### src/rtl/noc_ejector_if.sv
// Flit type package and the router/consumer-facing interface of the NoC ejector.
package noc_params;
    localparam int MESH_SIZE_X      = 4;
    localparam int MESH_SIZE_Y      = 4;
    localparam int VC_NUM           = 2;
    localparam int VC_SIZE          = (VC_NUM > 1) ? $clog2(VC_NUM) : 1;
    localparam int DEST_ADDR_SIZE_X = $clog2(MESH_SIZE_X);
    localparam int DEST_ADDR_SIZE_Y = $clog2(MESH_SIZE_Y);
    localparam int PAYLOAD_SIZE     = 16;

    typedef enum logic [1:0] {
        HEAD     = 2'b00,
        BODY     = 2'b01,
        TAIL     = 2'b10,
        HEADTAIL = 2'b11
    } flit_label_t;

    typedef struct packed {
        flit_label_t                 flit_label;
        logic [VC_SIZE-1:0]          vc_id;
        logic [DEST_ADDR_SIZE_X-1:0] x_dest;
        logic [DEST_ADDR_SIZE_Y-1:0] y_dest;
        logic [PAYLOAD_SIZE-1:0]     data;
    } flit_t;
endpackage

interface noc_ejector_if #(
    parameter int VC_NUM = noc_params::VC_NUM
);
    noc_params::flit_t data_i;
    logic              valid_flit_i;
    logic [VC_NUM-1:0] on_off_o;
    logic [VC_NUM-1:0] vc_allocatable_o;
    noc_params::flit_t flit_o;
    logic              flit_valid_o;
    logic              flit_ready_i;
    logic [VC_NUM-1:0] err_o;

    // master = router and consumer side, slave = the ejector itself
    modport master (
        output data_i, valid_flit_i, flit_ready_i,
        input  on_off_o, vc_allocatable_o, flit_o, flit_valid_o, err_o
    );

    modport slave (
        input  data_i, valid_flit_i, flit_ready_i,
        output on_off_o, vc_allocatable_o, flit_o, flit_valid_o, err_o
    );
endinterface

### src/rtl/noc_ejector.sv
// NoC ejector: per-VC framing check and FIFO, packet-atomic round-robin output stage.
// Define NOC_EJECTOR_DEST_CHECK_EN to drop head flits not addressed to (X_CURRENT, Y_CURRENT).
module noc_ejector #(
    parameter int VC_NUM      = noc_params::VC_NUM,
    parameter int BUFFER_SIZE = 8,
    parameter int X_CURRENT   = noc_params::MESH_SIZE_X / 2,
    parameter int Y_CURRENT   = noc_params::MESH_SIZE_Y / 2,
    parameter int OFF_MARGIN  = 2
) (
    input logic          clk,
    input logic          rst,
    noc_ejector_if.slave ej
);
    typedef noc_params::flit_t flit_t;

    localparam int PTR_W   = $clog2(BUFFER_SIZE);
    localparam int CNT_W   = PTR_W + 1;
    localparam int VC_W    = (VC_NUM > 1) ? $clog2(VC_NUM) : 1;
    localparam int VC_ID_W = noc_params::VC_SIZE;
    localparam int DX_W    = noc_params::DEST_ADDR_SIZE_X;
    localparam int DY_W    = noc_params::DEST_ADDR_SIZE_Y;

    localparam logic [0:0] S_IDLE = 1'b0;
    localparam logic [0:0] S_PKT  = 1'b1;

    if (BUFFER_SIZE < 2 || (BUFFER_SIZE & (BUFFER_SIZE - 1)) != 0) begin : g_bad_buffer_size
        $error("noc_ejector: BUFFER_SIZE must be a power of two >= 2");
    end
    if (OFF_MARGIN < 1 || OFF_MARGIN > BUFFER_SIZE - 1) begin : g_bad_off_margin
        $error("noc_ejector: OFF_MARGIN must be in 1..BUFFER_SIZE-1");
    end
    if (VC_NUM < 2 || VC_NUM > (1 << VC_ID_W)) begin : g_bad_vc_num
        $error("noc_ejector: VC_NUM must be 2..2**VC_SIZE");
    end
    if (X_CURRENT < 0 || X_CURRENT >= noc_params::MESH_SIZE_X ||
        Y_CURRENT < 0 || Y_CURRENT >= noc_params::MESH_SIZE_Y) begin : g_bad_position
        $error("noc_ejector: X_CURRENT/Y_CURRENT outside the mesh");
    end

    flit_t            r_mem      [VC_NUM][BUFFER_SIZE];
    logic [PTR_W-1:0] r_wr_ptr   [VC_NUM];
    logic [PTR_W-1:0] r_rd_ptr   [VC_NUM];
    logic [CNT_W-1:0] r_count    [VC_NUM];
    logic [0:0]       r_state    [VC_NUM];
    logic [VC_NUM-1:0] r_err;
    logic [VC_NUM-1:0] r_on_off;

    flit_t            r_flit_o;
    logic             r_out_valid;
    logic [VC_W-1:0]  r_out_vc;
    logic             r_locked;
    logic [VC_W-1:0]  r_lock_vc;
    logic [VC_W-1:0]  r_rr_ptr;

    logic             w_is_head;
    logic             w_dest_ok;
    logic [VC_NUM-1:0] w_sel;
    logic [VC_NUM-1:0] w_legal;
    logic [VC_NUM-1:0] w_full;
    logic [VC_NUM-1:0] w_accept;
    logic [VC_NUM-1:0] w_drop;
    logic [VC_NUM-1:0] w_pop;
    logic [VC_NUM-1:0] w_avail;
    logic [CNT_W-1:0] w_count_next [VC_NUM];
    flit_t            w_head       [VC_NUM];
    logic             w_out_fire;
    logic             w_load;
    logic             w_grant_found;
    logic [VC_W-1:0]  w_grant_vc;
    logic [VC_W-1:0]  w_rr_vc;
    flit_t            w_grant_flit;

    assign w_is_head = (ej.data_i.flit_label == noc_params::HEAD) ||
                       (ej.data_i.flit_label == noc_params::HEADTAIL);

`ifdef NOC_EJECTOR_DEST_CHECK_EN
    assign w_dest_ok = !w_is_head ||
                       ((ej.data_i.x_dest == DX_W'(X_CURRENT)) &&
                        (ej.data_i.y_dest == DY_W'(Y_CURRENT)));
`else
    assign w_dest_ok = 1'b1;
`endif

    // Fullness uses pre-edge occupancy, so a same-cycle read never frees a slot for the writer.
    always_comb begin
        w_sel    = '0;
        w_legal  = '0;
        w_full   = '0;
        w_accept = '0;
        w_drop   = '0;
        for (int v = 0; v < VC_NUM; v++) begin
            w_sel[v]    = ej.valid_flit_i && (ej.data_i.vc_id == VC_ID_W'(v));
            w_full[v]   = (r_count[v] == CNT_W'(BUFFER_SIZE));
            w_legal[v]  = (r_state[v] == S_IDLE) ? w_is_head : !w_is_head;
            w_accept[v] = w_sel[v] && w_legal[v] && w_dest_ok && !w_full[v];
            w_drop[v]   = w_sel[v] && !w_accept[v];
        end
    end

    assign w_out_fire = r_out_valid && ej.flit_ready_i;
    assign w_load     = !r_out_valid || ej.flit_ready_i;

    // The presented flit stays in its FIFO until consumed; the next candidate looks past it.
    always_comb begin
        w_pop         = '0;
        w_avail       = '0;
        w_grant_found = 1'b0;
        w_grant_vc    = '0;
        w_rr_vc       = '0;
        for (int v = 0; v < VC_NUM; v++) begin
            w_pop[v]        = w_out_fire && (r_out_vc == VC_W'(v));
            w_avail[v]      = (r_count[v] > CNT_W'(w_pop[v]));
            w_head[v]       = r_mem[v][w_pop[v] ? (r_rd_ptr[v] + PTR_W'(1)) : r_rd_ptr[v]];
            w_count_next[v] = r_count[v] + CNT_W'(w_accept[v]) - CNT_W'(w_pop[v]);
        end
        if (r_locked) begin
            w_grant_found = w_avail[r_lock_vc];
            w_grant_vc    = r_lock_vc;
        end else begin
            for (int k = 1; k <= VC_NUM; k++) begin
                w_rr_vc = VC_W'((int'(r_rr_ptr) + k) % VC_NUM);
                if (!w_grant_found && w_avail[w_rr_vc]) begin
                    w_grant_found = 1'b1;
                    w_grant_vc    = w_rr_vc;
                end
            end
        end
        w_grant_flit = w_head[w_grant_vc];
    end

    always_ff @(posedge clk) begin
        for (int v = 0; v < VC_NUM; v++) begin
            if (w_accept[v]) begin
                r_mem[v][r_wr_ptr[v]] <= ej.data_i;
            end
        end
    end

    always_ff @(posedge clk or negedge rst) begin
        if (!rst) begin
            for (int v = 0; v < VC_NUM; v++) begin
                r_wr_ptr[v] <= '0;
                r_rd_ptr[v] <= '0;
                r_count[v]  <= '0;
                r_state[v]  <= S_IDLE;
            end
            r_err    <= '0;
            r_on_off <= '1;
        end else begin
            for (int v = 0; v < VC_NUM; v++) begin
                if (w_accept[v]) begin
                    r_wr_ptr[v] <= r_wr_ptr[v] + PTR_W'(1);
                    if (ej.data_i.flit_label == noc_params::HEAD) begin
                        r_state[v] <= S_PKT;
                    end else if (ej.data_i.flit_label == noc_params::TAIL) begin
                        r_state[v] <= S_IDLE;
                    end
                end
                if (w_pop[v]) begin
                    r_rd_ptr[v] <= r_rd_ptr[v] + PTR_W'(1);
                end
                r_count[v] <= w_count_next[v];
                if (w_drop[v]) begin
                    r_err[v] <= 1'b1;
                end
                r_on_off[v] <= (CNT_W'(BUFFER_SIZE) - w_count_next[v]) > CNT_W'(OFF_MARGIN);
            end
        end
    end

    // A loaded HEAD or BODY means the packet's TAIL is still to come, so the grant stays locked.
    always_ff @(posedge clk or negedge rst) begin
        if (!rst) begin
            r_out_valid <= 1'b0;
            r_flit_o    <= '0;
            r_out_vc    <= '0;
            r_locked    <= 1'b0;
            r_lock_vc   <= '0;
            r_rr_ptr    <= '0;
        end else if (w_load) begin
            r_out_valid <= w_grant_found;
            if (w_grant_found) begin
                r_flit_o  <= w_grant_flit;
                r_out_vc  <= w_grant_vc;
                r_lock_vc <= w_grant_vc;
                r_locked  <= (w_grant_flit.flit_label == noc_params::HEAD) ||
                             (w_grant_flit.flit_label == noc_params::BODY);
                if (!r_locked) begin
                    r_rr_ptr <= w_grant_vc;
                end
            end
        end
    end

    always_comb begin
        ej.vc_allocatable_o = '0;
        for (int v = 0; v < VC_NUM; v++) begin
            ej.vc_allocatable_o[v] = (r_state[v] == S_IDLE) && (r_count[v] == '0);
        end
    end

    assign ej.on_off_o     = r_on_off;
    assign ej.err_o        = r_err;
    assign ej.flit_o       = r_flit_o;
    assign ej.flit_valid_o = r_out_valid;

endmodule

### src/flat_wrapper.sv
// flat-port wrapper written by rule: the top's interface ports become plain ports
module noc_ejector_flat 
#(
    parameter int VC_NUM      = noc_params::VC_NUM,
    parameter int BUFFER_SIZE = 8,
    parameter int X_CURRENT   = noc_params::MESH_SIZE_X / 2,
    parameter int Y_CURRENT   = noc_params::MESH_SIZE_Y / 2,
    parameter int OFF_MARGIN  = 2
)
  (clk, rst, ej_data_i, ej_valid_flit_i, ej_flit_ready_i, ej_on_off_o, ej_vc_allocatable_o, ej_flit_o, ej_flit_valid_o, ej_err_o);
  noc_ejector_if #(.VC_NUM(VC_NUM)) ej_i ();
  input logic clk;
  input logic rst;
  input wire logic [$bits(ej_i.data_i)-1:0] ej_data_i;
  input wire logic [$bits(ej_i.valid_flit_i)-1:0] ej_valid_flit_i;
  input wire logic [$bits(ej_i.flit_ready_i)-1:0] ej_flit_ready_i;
  output wire logic [$bits(ej_i.on_off_o)-1:0] ej_on_off_o;
  output wire logic [$bits(ej_i.vc_allocatable_o)-1:0] ej_vc_allocatable_o;
  output wire logic [$bits(ej_i.flit_o)-1:0] ej_flit_o;
  output wire logic [$bits(ej_i.flit_valid_o)-1:0] ej_flit_valid_o;
  output wire logic [$bits(ej_i.err_o)-1:0] ej_err_o;
  assign ej_i.data_i = ej_data_i;
  assign ej_i.valid_flit_i = ej_valid_flit_i;
  assign ej_i.flit_ready_i = ej_flit_ready_i;
  assign ej_on_off_o = ej_i.on_off_o;
  assign ej_vc_allocatable_o = ej_i.vc_allocatable_o;
  assign ej_flit_o = ej_i.flit_o;
  assign ej_flit_valid_o = ej_i.flit_valid_o;
  assign ej_err_o = ej_i.err_o;
  noc_ejector #(.VC_NUM(VC_NUM), .BUFFER_SIZE(BUFFER_SIZE), .X_CURRENT(X_CURRENT), .Y_CURRENT(Y_CURRENT), .OFF_MARGIN(OFF_MARGIN)) u_core (.clk(clk), .rst(rst), .ej(ej_i));
endmodule
### config.mk
export PLATFORM = sky130hd
export DESIGN_NAME = noc_ejector_flat
export DESIGN_NICKNAME = d
export VERILOG_FILES = /design/src/rtl/noc_ejector_if.sv /design/src/rtl/noc_ejector.sv /design/src/flat_wrapper.sv
export SDC_FILE = /design/constraint.sdc
export NUM_CORES = 1
export LEC_CHECK = 0
export ABC_AREA = 1
export CAP_MARGIN = 20
export CORE_ASPECT_RATIO = 0.6
export CORE_MARGIN = 2
export CORE_UTILIZATION = 50
export CTS_BUF_LIST = sky130_fd_sc_hd__clkbuf_4 sky130_fd_sc_hd__clkbuf_8
export CTS_CLUSTER_DIAMETER = 50
export DETAILED_ROUTE_END_ITERATION = 12
export GPL_ROUTABILITY_DRIVEN = 0
export GPL_TIMING_DRIVEN = 1
export PLACE_DENSITY = 0.76
export SLEW_MARGIN = 20
export SYNTH_ARGS = -nofsm -noshare
export SYNTH_HDL_FRONTEND = slang
export SYNTH_SLANG_ARGS = --single-unit
### constraint.sdc
create_clock -name clk -period 4.31 [get_ports clk]
set_input_delay 0.431 -clock clk [delete_from_list [all_inputs] [get_ports clk]]
set_output_delay 0.431 -clock clk [all_outputs]
set_load 0.005 [all_outputs]
==> flow_metrics.tcl, run 1 <==
set metrics [dict create \
    r2r_start "u_core.r_out_vc" \
    syn_area_per_cell_um2 10.31 \
    drt_wl_total_um 47590 \
    ys_top_cells_by_area "edfxtp_1, nand3_1, nand2_1" \
    cts_tree "built" \
    crit_fanout 24 \
    max_stage_delay_ps 830 \
    grt_pass1_wl_um 73060 \
    initial_utilization_pct 50.96 \
    tns_ps 0 \
    fin_nets 1937 \
    grt_pass1_vias 12482 \
    syn_nets 1856 \
    yosys.area.top_type_share_pct 59.33 \
    critPathRequiredTime_ps 4820 \
    power.density_nw_per_um2 677.4 \
    end_kind "flop" \
    synthAdderAreaFrac_pct 1.559 \
    syn_inst 1807 \
    post_dp_cell_area_um2 19900 \
    min_path_type "in2reg" \
    gr-total-overflow 0 \
    worst_r2r_path_depth 12 \
    port_buffers 56 \
    synth_top_family_by_area "simple AND/OR/NAND/NOR gates" \
    vdd_drop_max_mv 0.5824 \
    vias 12978 \
    synthesis.area_um2 18630 \
    fmax_ghz 0.3331 \
    dieArea_um2 38860 \
    min_from "ej_valid_flit_i" \
    relSlewSlack_pct 18.48 \
    cts_root_buf "clkbuf_8" \
    worstSetupPathType "reg2reg" \
    setup_violations 0 \
    final_cell_area_um2 21130 \
    cap_violations 0 \
    drt_iter0_markers 1603 \
    grt_max_degree 93 \
    synth_cell_types 30 \
    ant_nets 0 \
    rsz0062_at_grt "no" \
    r2r_setup_slack_ps 1310 \
    io_pins 57 \
    finalNonFillerCells 2441 \
    via_per_inst 5.317 \
    dr.pass1.iters 5 \
    antenna_found_initial 0 \
    ys_seq_area_share_pct 66.47 \
    ys_warn_count 0 \
    die_w_um 253.2 \
    finClkSkew_ps 25.30 \
    fp.dieH_um 153.5 \
    clk_pin_slew_ps 70 \
    grtUsageTotal_pct 25.02 \
    power.leakage_uw 0.009129 \
    synth_compound_area_share_pct 0.6046 \
    cts.sinks 421 \
    clk_path_buf_depth 3 \
    core_area_um2 36550 \
    worstMarginPinSlew_ps 1221 \
    cts_buffers 58 \
    hpwl_um 27860 \
    arrival_ps 3510 \
    start_kind "flop" \
    row_count 54 \
    synth_xor_area_share_pct 0.6516 \
    yosysTopAreaCell "edfxtp_1" \
    drc 0 \
    cp_slowest_cell "clkinv_1" \
    dp.cells 2331 \
    hold_depth 3 \
    synthSimpleGateAreaFrac_pct 21.54 \
    wl_per_cell_um 19.50 \
    synthMuxAreaShare_pct 0 \
    hold_viol 0 \
    post-route-period-util_pct 69.65 \
    htreeDepth 2 \
    r2r_end "u_core.ej.flit_o[15]" \
    whs_endpoint "u_core.ej.err_o[1]" \
    drive_above_1_share_pct 9.396 \
    min_period_ps 3002 \
    area_delta_synth_final_pct 13.44 \
    drv_slew 0 \
    crit_chain "inv_2, nand3_2, nand2_1, nand3_1, nand2_1, nand2_1, nand2_1, clkinv_1, nand3_1, nand2_1, nand2_1, nand2_1" \
    cp_common_cell "nand2_1" \
    synth_seq_cells 421 \
    diodes 0 \
    clk_latency_ps 640 \
    status "complete, no violations" \
]
==> power by group <==
group	leakage [uW]	internal [uW]	total (uW)	switching, uW
clock	0.000645	1700	3210	1500
combinational	0.00454	1910	5930	4030
sequential	0.00394	4880	5170	291
==> repair_timing <==
| item | CTS | global route |
|---|---|---|
| buffers inserted | 0 | 0 |
| resized for setup | 0 | 0 |
| endpoints found under the hold margin | 47 | 0 |
| hold buffers | 1 | 0 |
==> synth_stat cells <==
library cell / count
buf_1: 4
a21o_1: 1
xor2_1: 2
nand3b_1: 44
fa_1: 2
nand4_1: 3
o21bai_1: 1
buf_2: 38
edfxtp_1: 368
o21ai_2: 2
nor2_1: 28
nor4_1: 1
nor2_2: 1
nand2_1: 432
dfrtp_1: 51
dfstp_2: 2
or2_2: 5
ha_1: 20
inv_1: 359
nor3_1: 4
a21oi_1: 6
nand3_2: 2
inv_2: 1
o21ai_0: 9
o21ai_1: 1
nand3_1: 370
buf_4: 2
clkbuf_1: 37
xnor2_2: 1
xnor2_1: 10
==> registers in the layout (all words and copies together) (netlist names), 2 cells and up <==
register / count
u_core.r_state: 2
u_core.r_mem: 368
u_core.ej.err_o: 2
u_core.r_wr_ptr: 6
u_core.r_rd_ptr: 6
u_core.r_count: 8
u_core.ej.flit_o: 23
u_core.ej.on_off_o: 2
==> cell families after synthesis <==
group,after synthesis
buffers and inverters,441
XOR/XNOR,13
AND/OR/NAND/NOR,890
adder cells (fa/ha/maj),22
AO/OA/AOI/OAI,20
flip-flops,421
==> metal layers <==
| layer | global-route usage [%] | vias to the layer above | share of wire, % | wire, um |
|---|---|---|---|---|
| li1 | - | 6042 | - | - |
| met1 | 36.34 | 6195 | 42 | 20080 |
| met2 | 37.40 | 654 | 44 | 21110 |
| met4 | 7.354 | 0 | 2.2 | 1061 |
| met3 | 6.281 | 87 | 11 | 5339 |
| met5 | 0.7453 | - | 0 | 0 |
==> worst max-delay path, delay by kind of cell (launching register included) <==
kind / cells / cell delay [ps]
flops: 1 / 480
simple gates: 10 / 1420
buf+inv: 2 / 960
==> how the worst max path moves through the flow <==
stage / startpoint / endpoint / slack [ps] / cells after the start
after floorplan: ej_data_i[21] / u_core.r_mem[0][345] / 870 / 6
after global placement: ej_data_i[21] / u_core.ej.on_off_o[1] / 830 / 14
after detailed placement: ej_data_i[21] / u_core.ej.on_off_o[1] / 770 / 14
after CTS: ej_data_i[21] / u_core.ej.on_off_o[1] / 1420 / 14
after global routing: u_core.r_out_vc / u_core.ej.flit_o[15] / 1110 / 12
final: u_core.r_out_vc / u_core.ej.flit_o[15] / 1310 / 12
==> cell usage in the layout (no fill, tap or decap), types with 2 or more instances in the layout <==
cell | netlist | layout
clkinv_2 | 0 | 9
xnor2_1 | 10 | 10
o21ai_0 | 9 | 8
clkinv_1 | 0 | 12
nand3_1 | 370 | 370
or2_2 | 5 | 5
clkbuf_4 | 0 | 22
inv_1 | 359 | 357
dfstp_2 | 2 | 2
o21ai_4 | 0 | 4
nor3_1 | 4 | 2
ha_1 | 20 | 20
dfrtp_1 | 51 | 51
clkdlybuf4s50_1 | 0 | 55
clkbuf_8 | 0 | 62
fa_1 | 2 | 2
nand3b_1 | 44 | 44
nand4_1 | 3 | 3
nand2_2 | 0 | 4
nor2_1 | 28 | 14
nor2_2 | 1 | 15
edfxtp_1 | 368 | 368
nand2_1 | 432 | 428
nor3_2 | 0 | 2
nand3_2 | 2 | 2
buf_4 | 2 | 44
clkinvlp_4 | 0 | 2
bufinv_16 | 0 | 3
a21oi_1 | 6 | 6
==> metrics by stage <==
| step | setup WS (ps) | power, uW | hold WS, ps | utilization, % |
|---|---|---|---|---|
| finish | 1308 | 14310 | 476.9 | 57.80 |
| global route | 1112 | 15200 | 468.9 | 57.80 |
| CTS | 1419 | 14290 | 451.0 | 57.80 |
| detailed placement | 765.2 | 11060 | 464.1 | 54.45 |
| global placement | 825.6 | 10890 | 471.4 | 54.45 |
| floorplan | 869.4 | 8970 | 135.4 | - |
==> final cells by class <==
cell class                 instances  area [um2]
clock inverter                    25       196.4
sequential                       421       12380
fill                            2979       15420
timing repair buffer             102       915.9
tap                              504       630.6
multi-input combinational        945        4636
clock buffer                      84        1018
inverter                         360        1351
Note: power is estimated with default switching activity, not from simulation.
==> inputs of run 2 (changes only) <==
clock period = 3 ns   (was 4.31 ns; I/O delays follow)
==> run 2 against run 1 <==
Clock-buffer cell count increased by 3. Cell count increased by 1.1%. Largest power group unchanged. Maximum frequency increased by 18%. Non-clock buffer count increased by 31. Sequential share of layout area decreased by 1.4 points. Power increased by 47%. Core utilization increased by 1.4 points. Sequential power increased by 42%. First-iteration DRC count increased by 2.4%. Flip-flop and latch count unchanged. Via count increased by 1.6%. Clock skew increased by 12 ps. Largest cell class unchanged.
==> flow_metrics.tcl, run 2 (synthesis gave the netlist of run 1 again) <==
set metrics [dict create \
    relSlewSlack_pct 42.76 \
    power.leakage_uw 0.009352 \
    grt_max_degree 93 \
    min_path_type "in2async" \
    tns_ps 0 \
    timing.hold.ws_ps 343.0 \
    row_count 54 \
    cap_violations 0 \
    n_fill_cell 2991 \
    clk_path_buf_depth 3 \
    start_kind "flop" \
    status "complete, no violations" \
    rsz0062_at_grt "no" \
    hold_viol 0 \
    core_area_um2 36550 \
    vdd_drop_max_mv 0.6862 \
    ant_nets 0 \
    grt_pass1_wl_um 72480 \
    cts-resized-gates 0 \
    setup_slack_ps 447.7 \
    grtUsageTotal_pct 24.46 \
    initial_utilization_pct 50.96 \
    worst_r2r_path_depth 12 \
    final_cell_mix "nand2_1, nand3_1, edfxtp_1" \
    final_common_cell "nand2_1" \
    clk_pin_slew_ps 70 \
    finClkSkew_ps 37.47 \
    min_period_ps 2552 \
    post-route-period-util_pct 85.08 \
    hpwl_um 29410 \
    setup_violations 0 \
    dr.pass1.iters 5 \
    largest_reg_flops 368 \
    vias 13181 \
    port_buffers 56 \
    via_per_inst 5.343 \
    drt_wl_total_um 46760 \
    critPathRequiredTime_ps 3530 \
    dieArea_um2 38860 \
    cts_root_buf "clkbuf_8" \
    drt_iter0_markers 1641 \
    drive_above_1_share_pct 10.55 \
    diodes 0 \
    htreeDepth 2 \
    cts_tree "built" \
    drc 0 \
    dp.cells 2362 \
    antenna_found_initial 0 \
    final_core_util_pct 59.17 \
    area_delta_synth_final_pct 16.12 \
    cp_slowest_cell "dfrtp_1" \
    grt_pass1_vias 12504 \
    io_pins 57 \
    crit_chain "nand3_2, buf_4, nand2_1, nand2_2, buf_4, nand2_1, nand3_1, nand3_1, nand3_1, nand2_1, nand2_1, nand2_1" \
    finalNonFillerCells 2467 \
    fmax_ghz 0.3918 \
    power.density_nw_per_um2 975.0 \
    end_kind "flop" \
    drv_slew 0 \
    gr-total-overflow 0 \
    crit_fanout 48 \
    preCtsSetupSlack_ps -167.2 \
    worstMarginPinSlew_ps 855.9 \
    cts.sinks 421 \
    worstSetupPathType "reg2reg" \
    fin_nets 1969 \
    cts_buffers 59 \
    arrival_ps 3080 \
    fp.dieH_um 153.5 \
    cp_common_cell "nand2_1" \
    clk_latency_ps 660 \
    die_w_um 253.2 \
    max_stage_delay_ps 480 \
    wl_per_cell_um 18.95 \
]
==> run 2: metal layers <==
metal	vias up	global-route usage, %	wire length [um]
met5	-	0	0
met4	0	5.945	837
met3	70	4.960	4849
met2	708	36.32	20560
met1	6294	37.13	20510
li1	6109	-	-
==> run 2: power breakdown <==
group	switching, uW	total [uW]	internal [uW]
clock	2170	4600	2430
combinational	6010	9130	3120
sequential	350	7360	7010
total	8530	21100	12600
==> run 2: through the flow <==
stage / power (uW) / area (um2)
after floorplan: 12890 / 18640
after global placement: 16220 / 20420
after detailed placement: 16480 / 20420
after CTS: 21080 / 21630
after global routing: 22290 / 21630
final: 21090 / 21630
==> run 2: area by class of cell <==
class | count | area [um2] | share of cell area (%)
flip-flops and latches | 421 | 12380 | 57.24
multi-input cells | 945 | 4648 | 21.49
repair buffers | 133 | 1424 | 6.584
inverters | 360 | 1351 | 6.248
clock buffers | 87 | 1066 | 4.929
well taps | 504 | 630.6 | 2.916
clock inverters | 17 | 127.6 | 0.5901
==> run 2: critical path: cells and delay by family, from the launching register on <==
family	cells	cell delay, ps
AND/OR/NAND/NOR	10	1320
buffers and inverters	2	600
flip-flops	1	480
==> run 2: path summary, 6_finish.rpt <==
path                                              from              endpoint  slack (ps)
worst max-delay path            u_core.ej.flit_valid_o   u_core.ej.flit_o[4]         450
worst min-delay path                               rst  u_core.ej.flit_o[16]         340
worst max register to register  u_core.ej.flit_valid_o   u_core.ej.flit_o[4]         450
worst min register to register    u_core.ej.flit_o[13]  u_core.ej.flit_o[13]         480
max in group asynchronous                          rst  u_core.ej.flit_o[19]        2130
min in group clk                       ej_valid_flit_i    u_core.ej.err_o[1]         360
==> run 2: what timing repair did <==
action                                  CTS  global route
setup buffers                             0             0
hold buffers                              1             0
hold endpoints to repair                 51             0
endpoints found under the setup margin    0             0
